File: src/rtl/sensor_alarm_ctrl_if.sv
// Sensor/ack inputs and buzzer/status outputs of the alarm controller.
// The master side drives the sensors and consumes the status.
interface sensor_alarm_ctrl_if #(
    parameter int N_CH  = 8,
    parameter int CNT_W = 8
);
    logic [N_CH-1:0]  sensor;
    logic [N_CH-1:0]  ack;
    logic [N_CH-1:0]  buzzer;
    logic [N_CH-1:0]  active;
    logic             alarm_any;
    logic [CNT_W-1:0] alarm_cnt;

    modport master (output sensor, ack, input buzzer, active, alarm_any, alarm_cnt);
    modport slave  (input sensor, ack, output buzzer, active, alarm_any, alarm_cnt);
endinterface

File: src/rtl/sensor_alarm_ctrl.sv
// N-channel debounced sensor-to-buzzer alarm controller with cadence, hold,
// per-channel mute and a saturating count of alarm entries.
module sensor_alarm_ctrl #(
    parameter int N_CH     = 8,
    parameter int DEB_CYC  = 3,
    parameter int ON_CYC   = 2,
    parameter int OFF_CYC  = 2,
    parameter int HOLD_CYC = 4,
    parameter int CNT_W    = 8
) (
    input  logic               i_clk,
    input  logic               i_rst,
    input  logic               i_ena,
    sensor_alarm_ctrl_if.slave bus
);
    localparam int PER = ON_CYC + OFF_CYC;
    localparam int DW  = $clog2(DEB_CYC + 1);
    localparam int CW  = $clog2(PER);
    localparam int HW  = $clog2(HOLD_CYC + 1);
    localparam int SW  = CNT_W + $clog2(N_CH + 1);

    typedef enum logic [2:0] {
        S_IDLE, S_DEB, S_ALARM, S_HOLD, S_MUTED
    } state_t;

    logic [N_CH-1:0]  w_enter;
    logic [N_CH-1:0]  w_buz;
    logic [N_CH-1:0]  w_act;
    logic [CNT_W-1:0] r_cnt;
    logic [SW-1:0]    w_sum;

    for (genvar g = 0; g < N_CH; g++) begin : g_ch
        state_t        r_st,   w_st;
        logic [DW-1:0] r_deb,  w_deb;
        logic [CW-1:0] r_cad,  w_cad, w_cad_inc;
        logic [HW-1:0] r_hold, w_hold;
        logic          w_ent;

        assign w_cad_inc = (r_cad == CW'(PER - 1)) ? '0 : r_cad + 1'b1;

        always_ff @(posedge i_clk) begin
            if (i_rst) begin
                r_st   <= S_IDLE;
                r_deb  <= '0;
                r_cad  <= '0;
                r_hold <= '0;
            end else begin
                r_st   <= w_st;
                r_deb  <= w_deb;
                r_cad  <= w_cad;
                r_hold <= w_hold;
            end
        end

        always_comb begin
            w_st   = r_st;
            w_deb  = r_deb;
            w_cad  = r_cad;
            w_hold = r_hold;
            w_ent  = 1'b0;
            if (!i_ena) begin
                w_st   = S_IDLE;
                w_deb  = '0;
                w_cad  = '0;
                w_hold = '0;
            end else begin
                case (r_st)
                    S_IDLE: if (bus.sensor[g]) begin
                        if (DEB_CYC == 1) begin
                            w_st  = S_ALARM;
                            w_cad = '0;
                            w_ent = 1'b1;
                        end else begin
                            w_st  = S_DEB;
                            w_deb = DW'(1);
                        end
                    end
                    S_DEB: begin
                        if (!bus.sensor[g]) begin
                            w_st  = S_IDLE;
                            w_deb = '0;
                        end else if (r_deb + 1'b1 == DW'(DEB_CYC)) begin
                            w_st  = S_ALARM;
                            w_deb = '0;
                            w_cad = '0;
                            w_ent = 1'b1;
                        end else begin
                            w_deb = r_deb + 1'b1;
                        end
                    end
                    S_ALARM, S_HOLD: begin
                        // Cadence free-runs across ALARM<->HOLD so re-raise keeps phase.
                        w_cad = w_cad_inc;
                        if (bus.ack[g]) begin
                            w_st   = S_MUTED;
                            w_cad  = '0;
                            w_hold = '0;
                        end else if (r_st == S_ALARM) begin
                            if (!bus.sensor[g]) begin
                                w_st   = S_HOLD;
                                w_hold = '0;
                            end
                        end else if (bus.sensor[g]) begin
                            w_st = S_ALARM;
                        end else if (r_hold == HW'(HOLD_CYC - 1)) begin
                            w_st   = S_IDLE;
                            w_cad  = '0;
                            w_hold = '0;
                        end else begin
                            w_hold = r_hold + 1'b1;
                        end
                    end
                    S_MUTED: if (!bus.sensor[g]) w_st = S_IDLE;
                    default: w_st = S_IDLE;
                endcase
            end
        end

        assign w_enter[g] = w_ent;
        assign w_buz[g]   = ((r_st == S_ALARM) || (r_st == S_HOLD)) && (r_cad < CW'(ON_CYC));
        assign w_act[g]   = (r_st == S_ALARM) || (r_st == S_HOLD) || (r_st == S_MUTED);
    end

    always_comb begin
        w_sum = SW'(r_cnt);
        for (int i = 0; i < N_CH; i++) w_sum = w_sum + SW'(w_enter[i]);
    end

    always_ff @(posedge i_clk) begin
        if (i_rst)
            r_cnt <= '0;
        else if (w_sum > {{(SW-CNT_W){1'b0}}, {CNT_W{1'b1}}})
            r_cnt <= '1;
        else
            r_cnt <= w_sum[CNT_W-1:0];
    end

    assign bus.buzzer    = w_buz;
    assign bus.active    = w_act;
    assign bus.alarm_any = |w_act;
    assign bus.alarm_cnt = r_cnt;
endmodule

File: src/flat_wrapper.sv
// flat-port wrapper written by rule: the top's interface ports become plain ports
module sensor_alarm_ctrl_flat 
#(
    parameter int N_CH     = 8,
    parameter int DEB_CYC  = 3,
    parameter int ON_CYC   = 2,
    parameter int OFF_CYC  = 2,
    parameter int HOLD_CYC = 4,
    parameter int CNT_W    = 8
)
  (i_clk, i_rst, i_ena, bus_sensor, bus_ack, bus_buzzer, bus_active, bus_alarm_any, bus_alarm_cnt);
  sensor_alarm_ctrl_if #(.N_CH(N_CH), .CNT_W(CNT_W)) bus_i ();
  input  logic i_clk;
  input  logic i_rst;
  input  logic i_ena;
  input wire logic [$bits(bus_i.sensor)-1:0] bus_sensor;
  input wire logic [$bits(bus_i.ack)-1:0] bus_ack;
  output wire logic [$bits(bus_i.buzzer)-1:0] bus_buzzer;
  output wire logic [$bits(bus_i.active)-1:0] bus_active;
  output wire logic [$bits(bus_i.alarm_any)-1:0] bus_alarm_any;
  output wire logic [$bits(bus_i.alarm_cnt)-1:0] bus_alarm_cnt;
  assign bus_i.sensor = bus_sensor;
  assign bus_i.ack = bus_ack;
  assign bus_buzzer = bus_i.buzzer;
  assign bus_active = bus_i.active;
  assign bus_alarm_any = bus_i.alarm_any;
  assign bus_alarm_cnt = bus_i.alarm_cnt;
  sensor_alarm_ctrl #(.N_CH(N_CH), .DEB_CYC(DEB_CYC), .ON_CYC(ON_CYC), .OFF_CYC(OFF_CYC), .HOLD_CYC(HOLD_CYC), .CNT_W(CNT_W)) u_core (.i_clk(i_clk), .i_rst(i_rst), .i_ena(i_ena), .bus(bus_i));
endmodule
File: config.mk
export PLATFORM = sky130hd
export DESIGN_NAME = sensor_alarm_ctrl_flat
export DESIGN_NICKNAME = d
export VERILOG_FILES = /design/src/rtl/sensor_alarm_ctrl_if.sv /design/src/rtl/sensor_alarm_ctrl.sv /design/src/flat_wrapper.sv
export SDC_FILE = /design/constraint.sdc
export NUM_CORES = 1
export LEC_CHECK = 0
export BUFFER_PORTS_ARGS = -buffer_cell sky130_fd_sc_hd__buf_2
export CORE_MARGIN = 2
export CORE_UTILIZATION = 65
export DETAILED_ROUTE_END_ITERATION = 16
export PLACE_DENSITY_LB_ADDON = 0.2
export SYNTH_ARGS = -nofsm -noshare
export SYNTH_HDL_FRONTEND = slang
export SYNTH_SLANG_ARGS = --single-unit
File: constraint.sdc
create_clock -name i_clk -period 9.9 [get_ports i_clk]
set_input_delay 1.98 -clock i_clk [delete_from_list [all_inputs] [get_ports i_clk]]
set_output_delay 1.98 -clock i_clk [all_outputs]
set_load 0.02 [all_outputs]
==> results_dict.tcl, run 1 <==
set metrics [dict create \
    status "finished clean" \
    synth-seq-area-share_pct 34.21 \
    post-route-util_pct 72.44 \
    synth_flop_cell "dfxtp_1" \
    cp-start-kind "primary input" \
    grt_first_pass_wirelength_mm 18.77 \
    min_path_type "reg2reg" \
    fin_tns_setup_ns 0 \
    cts_tree "done" \
    synth_cells 666 \
    cap_violations 0 \
    area_growth_pct 8.139 \
    synth_seq_cells 88 \
    post_cts_buffers 0 \
    portBuffers 43 \
    critPathKind "in2reg" \
    grt_usage_pct 26.23 \
    finalSetupViolations 0 \
    yosysUniqueCellTypes 63 \
    hold_viol 0 \
    die_w_um 93.01 \
    initial_utilization_pct 66.99 \
    num_vias 4723 \
    drive_gt1_share_pct 10.10 \
    max-vdd-ir-drop_v 0.00007348 \
    drc 0 \
    avgSynthCellArea_um2 7.733 \
    yosys_warnings 0 \
    required_ns 10.18 \
    overflow 0 \
    clockBufferDepth 2 \
    cts-hold-fix-buffers 0 \
    critPathMaxFanout 10 \
    core_um2 7687 \
    power.leakage_nw 2.261 \
    max_freq_ghz 0.1633 \
    diodes 0 \
    async_reset_ff_share_pct 0 \
    clock-root-buffer "clkbuf_8" \
    grt_setup_unrepaired "no" \
    numCtsBuffers 9 \
    clkTransAtPathRegs_ns 0.08 \
    grt_pass1_vias 4374 \
    synth_edf_count 0 \
    grt_max_degree 47 \
    viasPerCell 5.941 \
    clkLatencyLatePin_ns 0.36 \
    endpoint_kind "flip-flop" \
    finClkSkew_ns 0.01089 \
    post_drt_wl_per_cell_um 13.74 \
    grt_antenna_before_repair 0 \
    dr.pass1.iters 4 \
    fin_crit_sh_pct 61.85 \
    crit_arrival_ns 6.40 \
    slew_violations 0 \
    cts_resized 0 \
    slew_headroom_pct 22.63 \
    cts_sinks 88 \
    ant_nets 0 \
    ioPinCount 44 \
    wl_mm 10.93 \
    holdWs_ns 0.4593 \
    dieArea_um2 8651 \
    yosysTopAreaCell "dfxtp_1" \
    netlist_top_cells_area "dfxtp_1, nor2_1, ha_1" \
    synth_top_area_share_pct 34.21 \
    h-tree-depth 3 \
    tightest_slew_ns 1.158 \
    dp_hpwl_mm 7.982 \
    power.density_nw_per_um2 117.9 \
    post-route-min-period_ns 6.123 \
    synth_nets 714 \
    nets 736 \
    synth_area_um2 5150 \
    drt_iter0_markers 258 \
    globalplace.congestion 0.8690 \
    rows 32 \
    die-height_um 93.01 \
]
routing by layer:
metal	vias up	track usage (%)	part of all wire (%)
li1	2409	-	-
met3	17	3.868	3.5
met2	85	44.81	47
met4	0	9.926	1.9
met5	-	0	0
met1	2212	33.62	47
critical path: stages:
cell      delay, ns
buf_2          0.18
nand2_1        0.11
nor4_1         0.41
and2_1         0.21
ha_1           0.22
inv_1          0.08
fa_1           0.42
fa_1           0.54
inv_1          0.06
fa_1           0.53
ha_1           0.19
inv_1          0.06
fa_1           0.41
nor2b_1        0.13
o21a_1         0.12
o21ai_0        0.09
nor2_1         0.18
o211ai_1       0.25
a21oi_1        0.23
stage by stage:
step,setup slack [ns],total power (W),std cells,instance area [um^2]
2_1_floorplan,3.813,0.0004019,666,5150
3_3_place_gp,3.614,0.0004138,779,5370
3_5_place_dp,3.467,0.0004155,779,5370
4_1_cts,3.826,0.0006617,795,5569
5_1_grt,3.399,0.0006810,795,5569
6_report,3.777,0.0006565,795,5569
synthesized netlist by cell type (all sizes together) (10+ instances only):
cell type    n
a211oi      16
a21oi       58
a22oi       18
clkbuf      26
dfxtp       88
ha          25
inv         25
nand2       47
nand2b      28
nor2       113
nor2b       15
nor3        29
o21ai       40
o21bai      10
final cells by class:
class	instances	area [um^2]
sequential	88	1762
inverter	25	93.84
multi-input combinational	520	3164
tap	102	127.6
fill	623	2118
clock buffer	12	145.1
timing repair buffer	44	222.7
clock inverter	4	53.80
layout by cell type (no fill, tap or decap), drive strengths merged, types with 3 or more instances in the layout:
| cell type | netlist | layout |
|---|---|---|
| mux2i | 3 | 3 |
| xnor2 | 5 | 5 |
| nand2 | 47 | 47 |
| nand4 | 3 | 3 |
| a22oi | 18 | 18 |
| inv | 25 | 25 |
| clkbuf | 26 | 12 |
| o21a | 6 | 6 |
| a21oi | 58 | 58 |
| nor3b | 8 | 8 |
| o21bai | 10 | 10 |
| and3 | 7 | 7 |
| nand2b | 28 | 28 |
| nand3b | 5 | 5 |
| a31oi | 3 | 3 |
| and2 | 4 | 4 |
| a32o | 3 | 3 |
| nor2 | 113 | 113 |
| a32oi | 4 | 4 |
| and3b | 5 | 5 |
| xor2 | 5 | 5 |
| ha | 25 | 25 |
| a311oi | 3 | 3 |
| nor2b | 15 | 15 |
| nor4b | 3 | 3 |
| nand3 | 9 | 9 |
| fa | 4 | 4 |
| a211oi | 16 | 16 |
| a21o | 6 | 6 |
| nor3 | 29 | 29 |
| o21ai | 40 | 40 |
| dfxtp | 88 | 88 |
| or3 | 8 | 8 |
| buf | 7 | 44 |
power breakdown:
group / internal (W) / leakage, nW / total (W) / switching (W)
clock: 0.000124 / 0.0928 / 0.000249 / 0.000124
combinational: 0.0000164 / 1.46 / 0.0000450 / 0.0000286
sequential: 0.000357 / 0.711 / 0.000363 / 0.00000556
path summary, 6_finish.rpt:
kind | startpoint | to | slack (ns) | cells after the start
worst min register to register | u_core.g_ch[3].r_hold[2] | u_core.g_ch[3].r_hold[2] | 0.46 | 1
worst min-delay path | u_core.g_ch[3].r_hold[2] | u_core.g_ch[3].r_hold[2] | 0.46 | 1
worst max register to register | u_core.g_ch[0].r_st[0] | u_core.bus.alarm_cnt[5] | 5.10 | 18
worst max-delay path | bus_sensor[0] | u_core.bus.alarm_cnt[5] | 3.78 | 19
logic make-up after synthesis:
kind of cell,Yosys count,share of synthesized area (%)
simple gates,298,29.08
mux,4,0.8018
buf+inv,58,4.397
compound gates,179,22.18
flops,88,34.21
xor+xnor,10,1.701
fa+ha+maj,29,7.629
flip-flops by register name, summed over array words and instances (netlist names):
register / count
u_core.bus.alarm_cnt: 8
u_core.g_ch.r_deb: 16
u_core.g_ch.r_hold: 24
u_core.g_ch.r_st: 24
u_core.g_ch.r_cad: 16
Power figures use the tool's default switching activity.
==> run 2: changes to the inputs <==
- ABC_AREA: default -> 1
- CORE_UTILIZATION: 65 -> 54
- clock period: 9.9 -> 5.2 ns (I/O delays scaled with it)
==> results_dict.tcl, run 2 <==
set metrics [dict create \
    status "finished clean" \
    overflow 0 \
    ant_nets 0 \
    synth_flop_cell "dfxtp_1" \
    endpoint_kind "flip-flop" \
    cts_sinks 88 \
    netlist_top_cells_count "nand2_1, inv_1, dfxtp_1, nor2_1, a21oi_1" \
    max_freq_ghz 0.2163 \
    min_path_type "reg2reg" \
    critPathKind "in2reg" \
    total_power_w 0.001334 \
    synth_seq_cells 88 \
    r2r_end "u_core.bus.alarm_cnt[6]" \
    max-vdd-ir-drop_v 0.0001751 \
    synth_nets 827 \
    final_common_cell "nand2_1" \
    numCtsBuffers 9 \
    slew_violations 0 \
    async_reset_ff_share_pct 0 \
    cap_violations 0 \
    drt_iter0_markers 249 \
    layoutNonFillerInstCount 959 \
    clock-root-buffer "clkbuf_8" \
    final_area_um2 5744 \
    drive_gt1_share_pct 11.81 \
    power.density_nw_per_um2 232.2 \
    grt_pass1_vias 4411 \
    netlist_top_cells_area "dfxtp_1, nand2_1, inv_1" \
    p_switching_w 0.0003963 \
    sw_frac_of_total_pct 29.72 \
    reg2reg_depth 21 \
    crit_arrival_ns 4.87 \
    tightest_slew_ns 0.8386 \
    top_regs "u_core.g_ch.r_hold x24, u_core.g_ch.r_st x24" \
    grt_antenna_before_repair 0 \
    avgSynthCellArea_um2 6.703 \
    endpoint "u_core.bus.alarm_cnt[6]" \
    rows 35 \
    cts-hold-fix-buffers 0 \
    synth_area_um2 5221 \
    grt_setup_unrepaired "no" \
    grt_max_degree 47 \
    cts_resized 0 \
    clkTransAtPathRegs_ns 0.09 \
    yosysTopAreaCell "dfxtp_1" \
    die_w_um 102.3 \
    dpl_cell_area_um2 5564 \
    yosysUniqueCellTypes 36 \
    dp_hpwl_mm 8.650 \
    power.internal_w 0.0009374 \
    core_um2 9328 \
    r2r_slack_ns 0.87 \
    ioPinCount 44 \
    nets 873 \
    clockBufferDepth 2 \
    fin_crit_sh_pct 88.93 \
    finalSetupViolations 0 \
    power.share.clock_pct 32.6 \
    holdWs_ns 0.4281 \
    globalplace.congestion 0.8952 \
    area_growth_pct 10.02 \
    clkLatencyLatePin_ns 0.35 \
    diodes 0 \
    slew_headroom_pct 44.01 \
    hold_viol 0 \
    synth_cells 779 \
    r2r-start "u_core.g_ch[0].r_st[1]" \
    dp_cells 943 \
    fin_tns_setup_ns 0 \
    synth-seq-area-share_pct 33.74 \
    dieArea_um2 10470 \
    post_drt_wl_per_cell_um 11.64 \
    critPathMaxFanout 5 \
    synth_top_area_share_pct 33.74 \
    die-height_um 102.3 \
    drc 0 \
    portBuffers 43 \
    num_vias 4942 \
    p_comb_share_pct 14.7 \
    wl_mm 11.16 \
    viasPerCell 5.153 \
    startpoint "bus_sensor[0]" \
    dr.pass1.iters 4 \
    cts_tree "done" \
    post-route-min-period_ns 4.624 \
    grt_first_pass_wirelength_mm 19.07 \
    power_frac_seq_pct 52.7 \
    post_cts_buffers 0 \
    grt_usage_pct 22.39 \
    h-tree-depth 3 \
    final_cell_mix "nand2_1, inv_1, dfxtp_1, nor2_1, a21oi_1" \
    yosys_warnings 0 \
    initial_utilization_pct 55.98 \
    power.leakage_nw 2.709 \
    synth.most_common_cell "nand2_1" \
    finClkSkew_ns 0.01744 \
    cp-start-kind "primary input" \
    synth_edf_count 0 \
    required_ns 5.45 \
]
-- run 2: cell families (layout without fill, tap and decap cells) --
| logic type | count (synthesis) | in the layout | synth area share (%) |
|---|---|---|---|
| buffers and inverters | 151 | 202 | 10.93 |
| AO/OA/AOI/OAI | 151 | 151 | 16.01 |
| flip-flops | 88 | 88 | 33.74 |
| XOR/XNOR | 7 | 7 | 1.174 |
| adder cells (fa/ha/maj) | 29 | 29 | 7.525 |
| AND/OR/NAND/NOR | 353 | 353 | 30.63 |
-- run 2: how the worst min path moves through the flow --
stage | slack, ns | cells after the start | from | endpoint
6_report | 0.43 | 1 | u_core.g_ch[1].r_deb[1] | u_core.g_ch[1].r_deb[1]
5_1_grt | 0.45 | 1 | u_core.g_ch[1].r_deb[1] | u_core.g_ch[1].r_deb[1]
4_1_cts | 0.43 | 1 | u_core.g_ch[1].r_deb[1] | u_core.g_ch[1].r_deb[1]
3_5_place_dp | 0.42 | 1 | u_core.g_ch[1].r_deb[1] | u_core.g_ch[1].r_deb[1]
3_3_place_gp | 0.41 | 1 | u_core.g_ch[1].r_deb[1] | u_core.g_ch[1].r_deb[1]
2_1_floorplan | 0.40 | 1 | u_core.g_ch[1].r_deb[1] | u_core.g_ch[1].r_deb[1]
-- run 2: stage by stage --
step | setup slack (ns) | util (%)
final | 0.5759 | 61.58
after global routing | 0.2993 | 61.58
after CTS | 0.6021 | 61.58
after detailed placement | 0.2115 | 59.65
after global placement | 0.3581 | 59.65
after floorplan | 0.6227 | -
-- run 2: final cells by class --
class / count / area (um^2)
clock inverter: 6 / 42.54
multi-input combinational: 540 / 2889
sequential: 88 / 1762
tap: 129 / 161.4
clock buffer: 10 / 137.6
inverter: 143 / 536.8
fill: 906 / 3583
timing repair buffer: 43 / 215.2
-- run 2: worst max-delay path, stage by stage --
cell and delay (ns):
buf_2 0.12, inv_1 0.07, nor2_1 0.15, inv_1 0.09
nor3_1 0.17, ha_1 0.26, inv_1 0.08, fa_1 0.41
fa_1 0.54, inv_1 0.06, fa_1 0.54, ha_1 0.16
inv_1 0.05, fa_1 0.41, inv_1 0.07, nand3_1 0.06
nand2_1 0.13, nand2_2 0.08, nor2_4 0.14, xor2_1 0.16
a21oi_1 0.08
-- run 2: routing by layer --
layer / routed length [um] / global-route usage [%] / share of wire [%]
met1: 5238 / 28.52 / 47
met2: 5440 / 39.12 / 49
met3: 334 / 4.172 / 3.0
met4: 147 / 5.744 / 1.3
met5: 0 / 0 / 0
-- run 2: power groups by stage --
stage | Combinational [W] | Sequential, W | Clock [W]
floorplan | 0.000143 | 0.000715 | 0
global placement | 0.000192 | 0.000718 | 0
detailed placement | 0.000196 | 0.000718 | 0
CTS | 0.000197 | 0.000703 | 0.000450
global route | 0.000225 | 0.000705 | 0.000482
finish | 0.000197 | 0.000703 | 0.000434
==> run 3: changes to the inputs <==
- CORE_MARGIN: 2 -> 5
- CORE_UTILIZATION: 54 -> 60
- clock period: 5.2 -> 4.45 ns (I/O delays scaled with it)
==> results_dict.tcl, run 3 (synthesis results as in run 2) <==
set metrics [dict create \
    status "finished clean" \
    viasPerCell 5.388 \
    cp-start-kind "primary input" \
    die_w_um 103.3 \
    path_cells "buf_2 -> inv_1 -> nor2_2 -> inv_1 -> nor3_2 -> ha_1 -> inv_1 -> fa_1 -> fa_1 -> inv_1 -> fa_1 -> ha_1 -> inv_1 -> fa_2 -> inv_1 -> nand3_1 -> nand2_1 -> nand2_2 -> nor2_4 -> xor2_1 -> a21oi_1" \
    endpoint "u_core.bus.alarm_cnt[6]" \
    slew_violations 0 \
    power.density_nw_per_um2 278.2 \
    critPathKind "in2reg" \
    hold_viol 0 \
    post-route-min-period_ns 4.198 \
    ioPinCount 44 \
    numCtsBuffers 9 \
    slowest_stage "fa_1" \
    cts_tree "done" \
    drive_gt1_share_pct 12.96 \
    max-vdd-ir-drop_v 0.0001507 \
    post-route-util_pct 67.92 \
    slowest_delay_ns 0.56 \
    grt_first_pass_wirelength_mm 19.75 \
    fin_crit_sh_pct 94.33 \
    dp_hpwl_mm 8.953 \
    dr.pass1.iters 5 \
    reg2reg_depth 21 \
    required_ns 4.70 \
    cts_sinks 88 \
    h-tree-depth 3 \
    critPathMaxFanout 2 \
    finalSetupViolations 0 \
    core_um2 8593 \
    final_common_cell "nand2_1" \
    top_regs "u_core.g_ch.r_hold x24, u_core.g_ch.r_st x24" \
    slew_headroom_pct 42.85 \
    portBuffers 43 \
    startpoint "bus_sensor[0]" \
    cap_violations 0 \
    diodes 0 \
    r2r_end "u_core.bus.alarm_cnt[6]" \
    dieArea_um2 10670 \
    cts-hold-fix-buffers 0 \
    max_freq_ghz 0.2382 \
    num_vias 5113 \
    holdWs_ns 0.4287 \
    nets 884 \
    total_power_w 0.001624 \
    grt_antenna_before_repair 0 \
    grt_setup_unrepaired "no" \
    initial_utilization_pct 60.76 \
    power.leakage_nw 2.768 \
    globalplace.congestion 0.8966 \
    wl_mm 11.54 \
    r2r_slack_ns 0.33 \
    clockBufferDepth 2 \
    drc 0 \
    grt_pass1_vias 4711 \
    grt_max_degree 47 \
    area_growth_pct 11.79 \
    clkTransAtPathRegs_ns 0.08 \
    rows 34 \
    post_drt_wl_per_cell_um 12.16 \
    clock-root-buffer "clkbuf_8" \
    min_path_type "reg2reg" \
    endpoint_kind "flip-flop" \
    die-height_um 103.3 \
    drt_iter0_markers 302 \
    r2r-start "u_core.g_ch[0].r_st[1]" \
    tightest_slew_ns 0.8559 \
    overflow 0 \
    cpMostUsedCell "inv_1" \
    final_cell_mix "nand2_1, inv_1, dfxtp_1, nor2_1, a21oi_1" \
    grt_usage_pct 22.71 \
    ant_nets 0 \
    finClkSkew_ns 0.009845 \
    crit_arrival_ns 4.45 \
    clkLatencyLatePin_ns 0.36 \
]
run 3: cell type report:
| cell class | count | area (um^2) |
|---|---|---|
| tap | 108 | 135.1 |
| fill | 779 | 2756 |
| sequential | 88 | 1762 |
| inverter | 143 | 536.8 |
| multi-input combinational | 540 | 2905 |
| clock inverter | 2 | 37.54 |
| timing repair buffer | 54 | 297.8 |
| clock buffer | 14 | 162.7 |
run 3: power by group:
group	switching [W]	leakage, nW	internal [W]
logic	0.000162	1.96	0.0000752
clock network	0.000274	0.0969	0.000291
registers	0.0000162	0.712	0.000805
run 3: per-layer routing:
layer | vias to the layer above | routed length, um | GRT usage [%]
met5 | - | 0 | 0
met4 | 0 | 215 | 6.673
met3 | 17 | 495 | 4.091
met2 | 107 | 5734 | 40.65
met1 | 2335 | 5098 | 27.79
li1 | 2654 | - | -
run 3: how the worst min path moves through the flow:
stage / start / endpoint / slack [ns] / depth (start not counted)
6_report: u_core.g_ch[3].r_deb[1] / u_core.g_ch[3].r_deb[1] / 0.43 / 1
5_1_grt: u_core.g_ch[3].r_hold[2] / u_core.g_ch[3].r_hold[2] / 0.45 / 2
4_1_cts: u_core.g_ch[3].r_deb[1] / u_core.g_ch[3].r_deb[1] / 0.43 / 1
3_5_place_dp: u_core.g_ch[3].r_deb[1] / u_core.g_ch[3].r_deb[1] / 0.42 / 1
3_3_place_gp: u_core.g_ch[3].r_deb[1] / u_core.g_ch[3].r_deb[1] / 0.41 / 1
2_1_floorplan: u_core.g_ch[1].r_deb[1] / u_core.g_ch[1].r_deb[1] / 0.40 / 1
run 3: per-stage QoR:
stage | std cells | setup WS (ns) | TNS [ns] | cell area (um^2)
finish | 949 | 0.2521 | 0 | 5837
global route | 949 | 0.001310 | 0 | 5837
CTS | 949 | 0.09481 | 0 | 5821
detailed placement | 933 | -0.2814 | -2.026 | 5620
global placement | 933 | -0.1596 | -1.123 | 5620
floorplan | 779 | 0.02268 | 0 | 5221
run 3: timing repair:
item                       in CTS  in global routing
gates resized for setup         0                  4
setup endpoints to repair       0                  8
buffers inserted                0                  0
run 3: critical path: cells and delay by family:
| kind | cells | cell delay (ns) |
|---|---|---|
| adders and majority gates | 6 | 2.30 |
| and+or+nand+nor | 6 | 0.59 |
| AOI/OAI and AO/OA | 1 | 0.07 |
| buffers and inverters | 7 | 0.46 |
| xor gates and xnor gates | 1 | 0.16 |
